--- src/rtl/sdram_arb_if.sv ---
// Bus bundle between sdram_arb, its two clients and the sdrc_core application port.
// master = arbiter side, slave = clients plus core.
interface sdram_arb_if #(
    parameter int AW = 26,
    parameter int LW = 9,
    parameter int DW = 32
);
    logic                sdr_init_done;
    logic [1:0]          c_req;
    logic [2*AW-1:0]     c_addr;
    logic [2*LW-1:0]     c_len;
    logic [1:0]          c_wr_n;
    logic [1:0]          c_ack;
    logic [2*DW-1:0]     c_wr_data;
    logic [2*(DW/8)-1:0] c_wr_en_n;
    logic [1:0]          c_wr_next;
    logic [DW-1:0]       c_rd_data;
    logic [1:0]          c_rd_valid;
    logic                app_req;
    logic                app_req_dma_last;
    logic [AW-1:0]       app_req_addr;
    logic [LW-1:0]       app_req_len;
    logic                app_req_wr_n;
    logic                app_req_ack;
    logic [DW-1:0]       app_wr_data;
    logic [DW/8-1:0]     app_wr_en_n;
    logic                app_wr_next_req;
    logic                app_last_wr;
    logic [DW-1:0]       app_rd_data;
    logic                app_rd_valid;
    logic                app_last_rd;
    logic                busy;
    logic                grant;
    logic                timeout_err;

    modport master (
        input  sdr_init_done, c_req, c_addr, c_len, c_wr_n, c_wr_data, c_wr_en_n,
        input  app_req_ack, app_wr_next_req, app_last_wr, app_rd_data, app_rd_valid, app_last_rd,
        output c_ack, c_wr_next, c_rd_data, c_rd_valid,
        output app_req, app_req_dma_last, app_req_addr, app_req_len, app_req_wr_n,
        output app_wr_data, app_wr_en_n, busy, grant, timeout_err
    );

    modport slave (
        output sdr_init_done, c_req, c_addr, c_len, c_wr_n, c_wr_data, c_wr_en_n,
        output app_req_ack, app_wr_next_req, app_last_wr, app_rd_data, app_rd_valid, app_last_rd,
        input  c_ack, c_wr_next, c_rd_data, c_rd_valid,
        input  app_req, app_req_dma_last, app_req_addr, app_req_len, app_req_wr_n,
        input  app_wr_data, app_wr_en_n, busy, grant, timeout_err
    );
endinterface

--- src/rtl/sdram_arb.sv ---
// Round-robin two-client arbiter/sequencer for the sdrc_core application port,
// one transaction outstanding at a time, with a data-phase watchdog.
module sdram_arb #(
    parameter int AW      = 26,
    parameter int LW      = 9,
    parameter int DW      = 32,
    parameter int TIMEOUT = 4096
) (
    input  logic         sdram_clk,
    input  logic         rst_n,
    sdram_arb_if.master  bus
);
    localparam int WDW = $clog2(TIMEOUT);

    typedef enum logic [1:0] {IDLE, REQ, WR, RD} state_t;

    state_t         state;
    logic           grant;
    logic           last_grant;
    logic [WDW-1:0] wd;
    logic           timeout_err;

    logic           req_live;
    logic [LW-1:0]  g_len;
    logic           len_zero;
    logic           g_wr_n;
    logic           strobe;
    logic           last;
    logic [1:0]     ack;
    logic [1:0]     wr_next;
    logic [1:0]     rd_valid;
    logic           req;

    assign req_live = bus.c_req[grant];
    assign g_len    = grant ? bus.c_len[2*LW-1:LW] : bus.c_len[LW-1:0];
    assign g_wr_n   = bus.c_wr_n[grant];
    assign len_zero = (g_len == '0);
    assign strobe   = bus.app_wr_next_req | bus.app_rd_valid;
    assign last     = (state == WR) ? bus.app_last_wr : bus.app_last_rd;

    // Handshake and data strobes are combinational so the core sees no extra latency.
    always_comb begin
        req      = (state == REQ) && req_live && !len_zero;
        ack      = '0;
        wr_next  = '0;
        rd_valid = '0;
        if (state == REQ && req_live && (len_zero || bus.app_req_ack))
            ack[grant] = 1'b1;
        if (state == WR)
            wr_next[grant] = bus.app_wr_next_req;
        if (state == RD)
            rd_valid[grant] = bus.app_rd_valid;
    end

    assign bus.app_req          = req;
    assign bus.app_req_dma_last = req;
    assign bus.app_req_addr     = grant ? bus.c_addr[2*AW-1:AW] : bus.c_addr[AW-1:0];
    assign bus.app_req_len      = g_len;
    assign bus.app_req_wr_n     = g_wr_n;
    assign bus.app_wr_data      = grant ? bus.c_wr_data[2*DW-1:DW] : bus.c_wr_data[DW-1:0];
    assign bus.app_wr_en_n      = grant ? bus.c_wr_en_n[2*(DW/8)-1:DW/8] : bus.c_wr_en_n[DW/8-1:0];
    assign bus.c_ack            = ack;
    assign bus.c_wr_next        = wr_next;
    assign bus.c_rd_valid       = rd_valid;
    assign bus.c_rd_data        = bus.app_rd_data;
    assign bus.busy             = (state != IDLE);
    assign bus.grant            = grant;
    assign bus.timeout_err      = timeout_err;

    always_ff @(posedge sdram_clk or negedge rst_n) begin
        if (!rst_n) begin
            state       <= IDLE;
            grant       <= 1'b0;
            last_grant  <= 1'b1;
            wd          <= '0;
            timeout_err <= 1'b0;
        end else begin
            case (state)
                IDLE: begin
                    if (bus.sdr_init_done && (bus.c_req != 2'b00)) begin
                        grant <= (bus.c_req == 2'b11) ? ~last_grant : bus.c_req[1];
                        state <= REQ;
                    end
                end
                REQ: begin
                    if (!req_live) begin
                        state <= IDLE;
                    end else if (len_zero) begin
                        state      <= IDLE;
                        last_grant <= grant;
                    end else if (bus.app_req_ack) begin
                        state <= g_wr_n ? RD : WR;
                        wd    <= '0;
                    end
                end
                WR, RD: begin
                    // A data strobe coinciding with last is still forwarded combinationally.
                    if (last) begin
                        state      <= IDLE;
                        last_grant <= grant;
                    end else if (strobe) begin
                        wd <= '0;
                    end else if (wd == WDW'(TIMEOUT - 1)) begin
                        timeout_err <= 1'b1;
                        state       <= IDLE;
                        last_grant  <= grant;
                    end else begin
                        wd <= wd + 1'b1;
                    end
                end
                default: state <= IDLE;
            endcase
        end
    end
endmodule

--- src/flat_wrapper.sv ---
// flat-port wrapper written by rule: the top's interface ports become plain ports
module sdram_arb_flat 
#(
    parameter int AW      = 26,
    parameter int LW      = 9,
    parameter int DW      = 32,
    parameter int TIMEOUT = 4096
)
  (sdram_clk, rst_n, bus_sdr_init_done, bus_c_req, bus_c_addr, bus_c_len, bus_c_wr_n, bus_c_wr_data, bus_c_wr_en_n, bus_app_req_ack, bus_app_wr_next_req, bus_app_last_wr, bus_app_rd_data, bus_app_rd_valid, bus_app_last_rd, bus_c_ack, bus_c_wr_next, bus_c_rd_data, bus_c_rd_valid, bus_app_req, bus_app_req_dma_last, bus_app_req_addr, bus_app_req_len, bus_app_req_wr_n, bus_app_wr_data, bus_app_wr_en_n, bus_busy, bus_grant, bus_timeout_err);
  sdram_arb_if #(.AW(AW), .LW(LW), .DW(DW)) bus_i ();
  input  logic sdram_clk;
  input  logic rst_n;
  input wire logic [$bits(bus_i.sdr_init_done)-1:0] bus_sdr_init_done;
  input wire logic [$bits(bus_i.c_req)-1:0] bus_c_req;
  input wire logic [$bits(bus_i.c_addr)-1:0] bus_c_addr;
  input wire logic [$bits(bus_i.c_len)-1:0] bus_c_len;
  input wire logic [$bits(bus_i.c_wr_n)-1:0] bus_c_wr_n;
  input wire logic [$bits(bus_i.c_wr_data)-1:0] bus_c_wr_data;
  input wire logic [$bits(bus_i.c_wr_en_n)-1:0] bus_c_wr_en_n;
  input wire logic [$bits(bus_i.app_req_ack)-1:0] bus_app_req_ack;
  input wire logic [$bits(bus_i.app_wr_next_req)-1:0] bus_app_wr_next_req;
  input wire logic [$bits(bus_i.app_last_wr)-1:0] bus_app_last_wr;
  input wire logic [$bits(bus_i.app_rd_data)-1:0] bus_app_rd_data;
  input wire logic [$bits(bus_i.app_rd_valid)-1:0] bus_app_rd_valid;
  input wire logic [$bits(bus_i.app_last_rd)-1:0] bus_app_last_rd;
  output wire logic [$bits(bus_i.c_ack)-1:0] bus_c_ack;
  output wire logic [$bits(bus_i.c_wr_next)-1:0] bus_c_wr_next;
  output wire logic [$bits(bus_i.c_rd_data)-1:0] bus_c_rd_data;
  output wire logic [$bits(bus_i.c_rd_valid)-1:0] bus_c_rd_valid;
  output wire logic [$bits(bus_i.app_req)-1:0] bus_app_req;
  output wire logic [$bits(bus_i.app_req_dma_last)-1:0] bus_app_req_dma_last;
  output wire logic [$bits(bus_i.app_req_addr)-1:0] bus_app_req_addr;
  output wire logic [$bits(bus_i.app_req_len)-1:0] bus_app_req_len;
  output wire logic [$bits(bus_i.app_req_wr_n)-1:0] bus_app_req_wr_n;
  output wire logic [$bits(bus_i.app_wr_data)-1:0] bus_app_wr_data;
  output wire logic [$bits(bus_i.app_wr_en_n)-1:0] bus_app_wr_en_n;
  output wire logic [$bits(bus_i.busy)-1:0] bus_busy;
  output wire logic [$bits(bus_i.grant)-1:0] bus_grant;
  output wire logic [$bits(bus_i.timeout_err)-1:0] bus_timeout_err;
  assign bus_i.sdr_init_done = bus_sdr_init_done;
  assign bus_i.c_req = bus_c_req;
  assign bus_i.c_addr = bus_c_addr;
  assign bus_i.c_len = bus_c_len;
  assign bus_i.c_wr_n = bus_c_wr_n;
  assign bus_i.c_wr_data = bus_c_wr_data;
  assign bus_i.c_wr_en_n = bus_c_wr_en_n;
  assign bus_i.app_req_ack = bus_app_req_ack;
  assign bus_i.app_wr_next_req = bus_app_wr_next_req;
  assign bus_i.app_last_wr = bus_app_last_wr;
  assign bus_i.app_rd_data = bus_app_rd_data;
  assign bus_i.app_rd_valid = bus_app_rd_valid;
  assign bus_i.app_last_rd = bus_app_last_rd;
  assign bus_c_ack = bus_i.c_ack;
  assign bus_c_wr_next = bus_i.c_wr_next;
  assign bus_c_rd_data = bus_i.c_rd_data;
  assign bus_c_rd_valid = bus_i.c_rd_valid;
  assign bus_app_req = bus_i.app_req;
  assign bus_app_req_dma_last = bus_i.app_req_dma_last;
  assign bus_app_req_addr = bus_i.app_req_addr;
  assign bus_app_req_len = bus_i.app_req_len;
  assign bus_app_req_wr_n = bus_i.app_req_wr_n;
  assign bus_app_wr_data = bus_i.app_wr_data;
  assign bus_app_wr_en_n = bus_i.app_wr_en_n;
  assign bus_busy = bus_i.busy;
  assign bus_grant = bus_i.grant;
  assign bus_timeout_err = bus_i.timeout_err;
  sdram_arb #(.AW(AW), .LW(LW), .DW(DW), .TIMEOUT(TIMEOUT)) u_core (.sdram_clk(sdram_clk), .rst_n(rst_n), .bus(bus_i));
endmodule
--- config.mk ---
export PLATFORM = sky130hd
export DESIGN_NAME = sdram_arb_flat
export DESIGN_NICKNAME = d
export VERILOG_FILES = /design/src/rtl/sdram_arb_if.sv /design/src/rtl/sdram_arb.sv /design/src/flat_wrapper.sv
export SDC_FILE = /design/constraint.sdc
export NUM_CORES = 1
export LEC_CHECK = 0
export BUFFER_PORTS_ARGS = -buffer_cell sky130_fd_sc_hd__buf_2
export CAP_MARGIN = 40
export CORE_AREA = 2 2 116 118
export DETAILED_ROUTE_END_ITERATION = 16
export DIE_AREA = 0 0 118 120
export PLACE_DENSITY = 0.61
export SYNTH_ARGS = -nofsm -noshare
export SYNTH_HDL_FRONTEND = slang
export SYNTH_SLANG_ARGS = --single-unit
--- constraint.sdc ---
create_clock -name sdram_clk -period 1.9 [get_ports sdram_clk]
set_clock_uncertainty 0.15 [all_clocks]
set_input_delay 0.285 -clock sdram_clk [delete_from_list [all_inputs] [get_ports sdram_clk]]
set_output_delay 0.285 -clock sdram_clk [all_outputs]
set_load 0.01 [all_outputs]
### Yosys cells after proc, flatten, opt, wreduce, memory -nomap -nowiden

Cells that the tools add are included.

* equality and inequality tests: 15
* add/subtract/negate cells: 1
* reduce and logical (&&, ||, !) cells: 18
* bitwise logic cells: 6
* mux-type cells: 37
* order comparisons: 2

Operator list (number)
* 2-to-1 mux 12 bit: 6
* 2-to-1 mux 32 bit: 1
* 2-to-1 mux 26 bit: 1
* case mux 12 bit (2 select lines): 1
* 2-to-1 mux 2 bit: 10
* 2-to-1 mux 1 bit: 13
* adder 12 x 1 -> 12 bit, second input constant: 1
* == test 12 bit, second input constant: 1
* zero test 9 bit: 1
* 2-to-1 mux 9 bit: 1
* AND reduction 4 bit: 2
* == test 2 bit, second input constant: 3
* inequality test 2 x 1 -> 1 bit, second input constant: 3
* inequality test 2 bit, second input constant: 3
* case mux 2 bit (3 select lines): 1
* AND reduction 6 bit: 1
* nonzero test 2 bit: 3
* logical AND 1 bit: 5
* AND reduction 5 bit: 1
* bitwise AND 2 bit: 2
* 2-to-1 mux 4 bit: 1
* inequality test 4 bit, second input constant: 1
* inequality test 3 x 1 -> 1 bit, second input constant: 1
* inequality test 3 x 2 -> 1 bit, second input constant: 1
* 13 further kinds: 15

* bits of input ports: 186
* bits in registers: 17
* output and inout port bits: 115

### Logic depth before layout (Yosys ltp)

* depth in word-level cells: 7
* gate-level depth with buffers: 7
* depth with buffers taken out: 6

### Least setup slack after synthesis

No wires, ideal clock.

* path kind: register to output
* start point: register u_core.grant, in the netlist u_core.bus.grant
* end point: output bus_c_ack[0]
* data arrival time: 1.792 ns
* path slack: -0.327 ns
* cell stages (with the launch flop): 7
* cells stage by stage: dfrtp_1 > clkbuf_1 > inv_1 > or4_4 > a21oi_1 > o21ai_0 > nor2_1

* longest elaborated chain between the ends: 5
* elaborated cells on any way between the ends: 13
* classes of those cells: 2 x order compare; 6 x mux; 5 x reduce/logical

Ends and longest elaborated chain
* start, declared: RTL line sdram_arb.sv:18 `logic grant;`
* start signal, assigned: RTL line sdram_arb.sv:81 `grant <= (bus.c_req == 2'b11) ? ~last_grant : bus.c_req[1];`
* less-than comparator 1 x 2 -> 1 bit (not written as such) (tied with other cells): RTL line sdram_arb.sv:48 `ack[grant] = 1'b1;`
* logical AND 1 bit (not written as such) (tied with other cells): RTL line sdram_arb.sv:48
* 2-to-1 mux 1 bit (not written as such) (tied with other cells): RTL line sdram_arb.sv:48
* demux 1 bit (select 1 bit) / logical AND 1 bit (equally long branches)
* 2-to-1 mux 2 bit *: RTL line sdram_arb.sv:47 `if (state == REQ && req_live && (len_zero || bus.app_req_ack))`
* end, declared: RTL line flat_wrapper.sv:26 `output wire logic [$bits(bus_i.c_ack)-1:0] bus_c_ack;`

Mark *: on every way between the ends. The rest lies on a longest branch, timed or not. The select of a mux whose other input is x is not followed.

### Final worst setup path

* start point: input bus_c_len[12]
* end point: output bus_c_ack[1]

* longest elaborated chain between the ends: 5

Ends and longest elaborated chain
* start, declared: RTL line flat_wrapper.sv:16 `input wire logic [$bits(bus_i.c_len)-1:0] bus_c_len;`
* 2-to-1 mux 9 bit: RTL line sdram_arb.sv:35 `assign g_len = grant ? bus.c_len[2*LW-1:LW] : bus.c_len[LW-1:0];`
* zero test 9 bit: RTL line sdram_arb.sv:37 `assign len_zero = (g_len == '0);`
* logical OR 1 bit: RTL line sdram_arb.sv:47
* logical AND 1 bit: RTL line sdram_arb.sv:47
* 2-to-1 mux 2 bit: RTL line sdram_arb.sv:47

No other way between the ends.

==> summary.txt <==
synth warn: 0
CTS tree: yes
number of synthesized flops with an enable pin: 0
synth top area cells: mux2_2 36%, dfrtp_1 17%, buf_4 11%
total core area: 13,000 µm²
global route overflow: 0
Worst R2R End: u_core.wd[1]$_DFFE_PN0P_
clock transition at the registers of the reported paths: 0.06 ns
most frequent cells after synthesis: 73 x mux2_2, 34 x buf_4, 16 x dfrtp_1
hold path depth: 2
Inserted Diodes: 0
Hold EP: u_core.bus.grant$_DFFE_PN0P_
initial antenna violation count: 1
relative slew slack: 71.2%
top-count cell post-synth: mux2_2
Final WS setup: -0.398 ns
crit-path max FO: 2
Syn Std Cell Area: 2290 µm²
Main synth FF type: dfrtp_1
crit path time final: 2.30 ns
non-filler cells, final: 667
post-synth top area share: 35.9%
root buffer cell: clkbuf_16
first-pass GRT wire length: 16,900 µm
DRT iter0 DRCs: 62
CP startpoint kind: input pin
Routed WL per cell: 18.1 µm
leak pwr: 2.31 nW
status: finished, violations left
Hold Crit Class: in2reg
Max Cap Viol: 0
min-delay src: bus_c_req[1]
layout cells sized above 1: 81.1%
num rows: 42
drt total wl: 12,100 µm
worst skew pair latency: 0.25 ns
reg-to-reg slack, setup: -0.31 ns
Mean Syn Cell Area: 9.54 µm²
actual slew at the worst max-slew pin: 0.432 ns
Tot Pwr: 0.00544 W
Synth area leader: mux2_2
Seq/Total Area, Yosys: 18.6%
GRT Util Overall: 15.5%
Antenna Nets Post-Route: 0
endpoints failing hold: 0
setup violators final: 86
failing checks: setup timing
CTS Buf Count: 3
IO Count: 301
fin. max-slew vios: 0
Placer Congestion: 0.833
# clock sinks: 17
Power per Cell Area: 1140 nW/µm²
WP data required: 1.46 ns
Async SR Flop Fraction: 100%
vias in the first global route: 2,923
via-per-instance ratio: 4.20
Detail Placement HPWL: 9410 µm
Max VDD drop: 0.000491 V
H-tree levels: 1
vias: 2,804
Inst Count DP: 640
Mapped Cells: 240
worst r2r path cells: 8
initial core utilization: 17.6%
Area Overhead vs Synth: 108%
Yosys cell types: 45
# DRC: 0
Synth Register Bits: 17
FMAX: 435 MHz
die width: 118 µm
critical path arrival: 1.86 ns
period utilization: 121%
Nets: 679
pin count of the biggest net entering global routing: 25
Crit. End Element: output port
Buffers on Ports: 236
Initial DRT Pass Iterations: 4
pre-CTS WS: -0.552 ns
RSZ-0062 raised after global routing: true
worst r2r src: u_core.bus.grant$_DFFE_PN0P_
Clock Path Buffers: 2
crit path kind: in2out
die height: 120 µm
DIE AREA: 14,200 µm²
syn_nets: 427
worst max path at each step:
| stage | slack (ns) | endpoint | cells after the start | startpoint |
|---|---|---|---|---|
| 6_report | -0.40 | bus_c_ack[1] | 7 | bus_c_len[12] |
| 2_1_floorplan | -0.19 | bus_c_ack[0] | 5 | bus_c_len[12] |
| 3_3_place_gp | -0.53 | bus_c_ack[0] | 7 | bus_c_len[12] |
| 3_5_place_dp | -0.55 | bus_c_ack[1] | 7 | bus_c_len[12] |
| 4_1_cts | -0.41 | bus_c_ack[1] | 7 | bus_c_len[12] |
| 5_1_grt | -0.45 | bus_c_ack[1] | 7 | bus_c_len[12] |
flip-flops by register name, summed over array words and instances (netlist names):
register	count
u_core.bus.grant	1
u_core.bus.timeout_err	1
u_core.last_grant	1
u_core.state	2
u_core.wd	12
through the flow:
| step | area [µm²] | setup TNS, ns | util [%] | hold WS (ns) |
|---|---|---|---|---|
| 2_1_floorplan | 2300 | -2.26 | - | -0.161 |
| 3_3_place_gp | 3660 | -7.52 | 28.2 | 0.0926 |
| 3_5_place_dp | 3660 | -7.83 | 28.2 | 0.101 |
| 4_1_cts | 4390 | -12.19 | 33.8 | 0.138 |
| 5_1_grt | 4770 | -17.83 | 36.8 | 0.150 |
| 6_report | 4770 | -14.69 | 36.8 | 0.142 |
power by group:
group | internal [W] | total, W | switching (W)
sequential | 0.000424 | 0.000478 | 0.0000540
clock | 0.000282 | 0.000433 | 0.000151
combinational | 0.00276 | 0.00453 | 0.00177
cell type report:
| class | instances | area (µm²) |
|---|---|---|
| clock buffer | 3 | 75.1 |
| clock inverter | 1 | 5.00 |
| fill | 1338 | 8210 |
| inverter | 4 | 15.0 |
| multi-input combinational | 173 | 1680 |
| sequential | 17 | 430 |
| tap | 176 | 220 |
| timing repair buffer | 293 | 2340 |
worst max-delay path, stage by stage:
cell and delay (ns):
buf_6 0.09, or4_4 0.53, or4_4 0.46, a21oi_4 0.17
o21ai_2 0.09, nor2_1 0.10, buf_2 0.14
logic make-up after synthesis:
logic type / after synthesis / share of synthesized area [%]
AOI/OAI and AO/OA: 41 / 15.9
adders and majority gates: 1 / 0.547
buffers and inverters: 50 / 14.1
and+or+nand+nor: 54 / 12.6
muxes: 77 / 38.3
DFF: 17 / 18.6
what timing repair did:
item / CTS / global route
resized for setup: 84 / 59
hold endpoints to repair: 16 / 0
cloned: 6 / 4
endpoints found under the setup margin: 82 / 94
buffers inserted: 9 / 6
hold buffers: 1 / 0
pin swaps: 5 / 4
cells in the final DEF (no fill, tap or decap), types with 2 or more instances in the layout:
master / count
buf_2: 165
buf_6: 80
mux2_2: 60
buf_4: 31
dfrtp_1: 15
nand2_1: 14
mux2_4: 13
nor2_1: 13
a21oi_1: 8
a31oi_4: 7
clkbuf_16: 6
buf_16: 6
buf_12: 6
nand3_1: 5
inv_1: 4
o21ai_0: 4
a41oi_1: 3
or2_2: 2
nor4_1: 2
or4_4: 2
nand2b_1: 2
nor3_2: 2
a211oi_2: 2
nand4_1: 2
mux2i_1: 2
o21a_1: 2
a21oi_2: 2
a31o_2: 2
a31oi_1: 2
per-layer routing:
layer	GRT usage [%]	routed length (µm)	vias up
li1	-	-	1359
met1	16.5	4440	1314
met2	30.6	6620	123
met3	4.52	888	8
met4	2.11	114	0
met5	0	0	-
Note: power is estimated with default switching activity, not from simulation.
